===== src/rtl/modmul_product_stage.sv =====
// modmul_product_stage: 3-stage pipelined a*b front-end feeding barrett_pipelined
module modmul_product_stage #(
  parameter int WIDTH = 32,
  parameter int LIMB  = 16,
  parameter int CNT_W = 16
) (
  input  logic               clk_i,
  input  logic               rst_ni,
  input  logic               start_i,
  input  logic               clear_i,
  input  logic [WIDTH-1:0]   a_i,
  input  logic [WIDTH-1:0]   b_i,
  input  logic [2*WIDTH-1:0] m_i,
  input  logic [2*WIDTH-1:0] mu_i,
  output logic [2*WIDTH-1:0] x_o,
  output logic [2*WIDTH-1:0] m_o,
  output logic [2*WIDTH-1:0] mu_o,
  output logic               start_o,
  output logic               range_err_o,
  output logic               busy_o,
  output logic [CNT_W-1:0]   issued_o
);
  localparam int PW = 2*WIDTH;
  localparam int LW = 2*LIMB;
  logic [WIDTH-1:0] a1, b1;
  logic [PW-1:0]    m1, mu1, m2, mu2;
  logic             v1, v2, err1, err2, err_in;
  logic [LW-1:0]    ll, lh, hl, hh;
  logic [LW:0]      mid;
  logic [PW-1:0]    x_next;
  assign err_in = (m_i == '0) || (PW'(a_i) >= m_i) || (PW'(b_i) >= m_i);
  // middle cross sum keeps its carry bit before being shifted into place
  assign mid    = (LW+1)'(lh) + (LW+1)'(hl);
  assign x_next = PW'({hh, ll}) + (PW'(mid) << LIMB);
  assign busy_o = v1 | v2 | start_o;
  always_ff @(posedge clk_i or negedge rst_ni) begin
    if (!rst_ni) begin
      {v1, v2, start_o, err1, err2, range_err_o} <= '0;
      {a1, b1, m1, mu1, m2, mu2}                 <= '0;
      {ll, lh, hl, hh}                           <= '0;
      {x_o, m_o, mu_o}                           <= '0;
      issued_o                                   <= '0;
    end else begin
      v1       <= start_i;
      v2       <= clear_i ? 1'b0 : v1;
      start_o  <= clear_i ? 1'b0 : v2;
      issued_o <= issued_o + CNT_W'(start_o);
      if (start_i) begin
        a1   <= a_i;
        b1   <= b_i;
        m1   <= m_i;
        mu1  <= mu_i;
        err1 <= err_in;
      end
      if (v1) begin
        ll   <= LW'(a1[LIMB-1:0])     * LW'(b1[LIMB-1:0]);
        lh   <= LW'(a1[LIMB-1:0])     * LW'(b1[WIDTH-1:LIMB]);
        hl   <= LW'(a1[WIDTH-1:LIMB]) * LW'(b1[LIMB-1:0]);
        hh   <= LW'(a1[WIDTH-1:LIMB]) * LW'(b1[WIDTH-1:LIMB]);
        m2   <= m1;
        mu2  <= mu1;
        err2 <= err1;
      end
      if (v2 && !clear_i) begin
        x_o         <= x_next;
        m_o         <= m2;
        mu_o        <= mu2;
        range_err_o <= err2;
      end
    end
  end
endmodule


===== config.mk =====
export PLATFORM = sky130hd
export DESIGN_NAME = modmul_product_stage
export DESIGN_NICKNAME = d
export VERILOG_FILES = /design/src/rtl/modmul_product_stage.sv
export SDC_FILE = /design/constraint.sdc
export NUM_CORES = 2
export LEC_CHECK = 0
export BUFFER_PORTS_ARGS = -buffer_cell sky130_fd_sc_hd__buf_2
export CORE_ASPECT_RATIO = 1.1
export CORE_MARGIN = 1.5
export CORE_UTILIZATION = 30
export DETAILED_ROUTE_END_ITERATION = 12
export PLACE_DENSITY = 0.53
export SYNTH_ARGS = -nofsm -noshare
export SYNTH_HDL_FRONTEND = slang
export SYNTH_SLANG_ARGS = --single-unit

===== constraint.sdc =====
create_clock -name clk_i -period 7.4 [get_ports clk_i]
set_input_delay 1.11 -clock clk_i [delete_from_list [all_inputs] [get_ports clk_i]]
set_output_delay 1.11 -clock clk_i [all_outputs]
set_load 0.01 [all_outputs]

==> impl_metrics.toml <==
[die]
dieWidth_um = 440
die_h_um = 484
num_rows = 176
die-area_sq_um = 213000
pin_count = 407
start_util = 0.302
fp.coreArea_sq_um = 209000

[final_layout]
nFillCells = 21309
seqCellArea_sq_um = 16600
drive_gt1_frac = 0.164
nets = 8289
multi_input_area_sq_um = 41700
area_delta_synth_final_pct = 13.4

[grt]
grt_max_degree = 174
grt_pass1_wl_mm = 294
grt_pass1_vias = 50062
antenna_found_initial = 28
grt.overflow.total = 0
gr-usage-all-layers = 0.178

[place]
dp_hpwl_mm = 146
place_congestion = 0.880
io_buffers = 406

[clocking]
cts_setup_buffers = 0
cts_made_buffers = 80
cts_num_sinks = 662
cts.clk_slew.worst_paths_ns = 0.06
h-tree-depth = 3
cts_tree = "done"
post_cts_resized = 0
insertion_delay_ns = 0.72
cts_max_path_buffers = 3
cts_root_buffer = "clkbuf_16"
cts_hold_buf = 0

[critical_path]
r2r_slack_ns = 0.35
required_ns = 8.01
cp-start-kind = "flip-flop"
ff2ff_path_depth = 21
cp-end-kind = "flip-flop"
path_cells = "buf_4, nand2_1, fa_1, fa_1, fa_1, fa_1, inv_1, fa_1, inv_1, fa_1, inv_1, ha_1, a21oi_1, nand2_1, or3_1, a32oi_1, o22ai_1, or4_1, a31oi_1, xnor2_1, mux2_2"
critPathArrivalTime_ns = 7.66
cp_common_cell = "fa_1"
timing.rr.start = "b1[18]$_DFFE_PN0P_"
max_stage_delay_ns = 0.79
r2r-end = "lh[29]$_DFFE_PN0P_"
worstPathMaxFanout = 17
slowest_stage = "dfrtp_1"
crit_type = "reg -> reg"

[route]
vias = 45951
drtPass1Iterations = 5
avgViaCountPerCell = 4.79
routed_wl_mm = 184
drtIter0Drc = 2696
routedWlPerCell_um = 19.2
ant_nets = 0
remaining_drc_errors = 0

[timing]
rsz0062_at_grt = "false"
hold_viol_final = 0
clock.fmax_mhz = 142
min_period_ns = 7.05
period_share = 0.953
maxSlewHeadroom = 0.246
tightest_slew_ns = 1.13
setup_violations = 0
slew_violations = 0
clock-skew-final_ns = 0.0497
setup-tns-final_ns = 0

[synth]
synth_edf_count = 0
yosysWarningCount = 0
yosys_most_used_dff = "dfrtp_1"
synth-seq-area-share = 0.263
synth.distinct_cells = 76
synth.avg_cell_area_sq_um = 9.79
synth_top_cell_area_share = 0.263
synth_fp_nets = 7960
async_reset_ff_frac = 1.00
synth_largest_area_cell = "dfrtp_1"
yosys-top-cells-area = "dfrtp_1 (26%), fa_1 (25%), ha_1 (11%), mux2_2 (7.4%), nand2_1 (6.8%)"
ys_ff_latch = 662
synth_area_sq_um = 63100
syn_inst = 6439

[hold_path]
min_path_type = "in -> async"

[run_status]
status = "completed"

[run]
cap_viol_max_count = 0
layer usage:
metal / global-route usage / wire [um] / up-vias
met5: 0 / 202 / -
met4: 0.0599 / 6880 / 32
met3: 0.0379 / 10600 / 270
met2: 0.300 / 88400 / 1008
met1: 0.223 / 78400 / 23623
li1: - / - / 21018
logic make-up (layout without fill, tap and decap cells):
kind of cell,after synthesis,after routing,synth area share
AO/OA/AOI/OAI,630,630,0.0637
XOR/XNOR,181,181,0.0251
adder cells (fa/ha/maj),1325,1325,0.355
buffers and inverters,1277,1670,0.0763
flip-flops,662,662,0.263
multiplexers,418,418,0.0746
other,0,8,0
AND/OR/NAND/NOR,1946,1946,0.142
layout by cell type (no fill, tap or decap), types with 87 or more instances in the layout:
master and instances:
nand2_1 1149, inv_1 970, fa_1 778, dfrtp_1 659, ha_1 547, and2_1 470
mux2_2 414, buf_2 404, a21oi_1 185, xnor2_1 135, buf_4 127, nor2_1 111
o21ai_0 104, a21o_1 87
area by class of cell:
class / count / area share
timing repair buffer: 551 / 0.0470
clock buffer: 118 / 0.0331
sequential: 662 / 0.232
tap: 2759 / 0.0483
clock inverter: 28 / 0.00542
multi-input combinational: 4500 / 0.583
antenna: 8 / 0.000280
inverter: 973 / 0.0511
how the worst max path moves through the flow:
| stage | startpoint | to |
|---|---|---|
| after CTS | b1[22]$_DFFE_PN0P_ | hh[27]$_DFFE_PN0P_ |
| after floorplan | b1[28]$_DFFE_PN0P_ | lh[29]$_DFFE_PN0P_ |
| after global placement | b1[22]$_DFFE_PN0P_ | hh[29]$_DFFE_PN0P_ |
| after detailed placement | b1[22]$_DFFE_PN0P_ | hh[27]$_DFFE_PN0P_ |
| after global routing | b1[20]$_DFFE_PN0P_ | hh[27]$_DFFE_PN0P_ |
| final | b1[18]$_DFFE_PN0P_ | lh[29]$_DFFE_PN0P_ |
per-stage QoR:
step	util	worst slack (ns)	hold slack, ns	std cells	instance area [sq um]
global route	0.342	0.0247	0.478	9594	71500
detailed placement	0.329	0.217	0.447	9445	68700
floorplan	-	0.966	0.435	6439	63100
global placement	0.329	0.197	0.445	9445	68700
finish	0.342	0.348	0.440	9599	71500
CTS	0.342	0.192	0.438	9591	71500
state kept, by name (all words and copies together) (netlist names), 64 cells and up:
register / count
mu1: 64
m2: 64
mu_o: 64
m1: 64
mu2: 64
x_o: 64
m_o: 64
worst max-delay path, delay by kind of cell (launching register included):
kind | cells | cell delay [ns]
fa+ha+maj | 7 | 3.26
flops | 1 | 0.79
compound gates | 4 | 1.09
mux | 1 | 0.26
simple gates | 4 | 1.01
buf+inv | 4 | 0.44
xor+xnor | 1 | 0.08
cells in the mapped netlist (55+ instances only):
library cell and n:
inv_1 971, a21o_1 87, mux2_2 414, a21oi_1 185, o21ai_0 104, nand3_1 55, clkbuf_1 299, nor2_1 111
ha_1 547, fa_1 778, and2_1 470, nand2_1 1149, xnor2_1 135, dfrtp_1 662
Power is left out: the tool's default activity adds up to more than one toggle a clock period on the data nets, which glitch-free logic cannot reach.
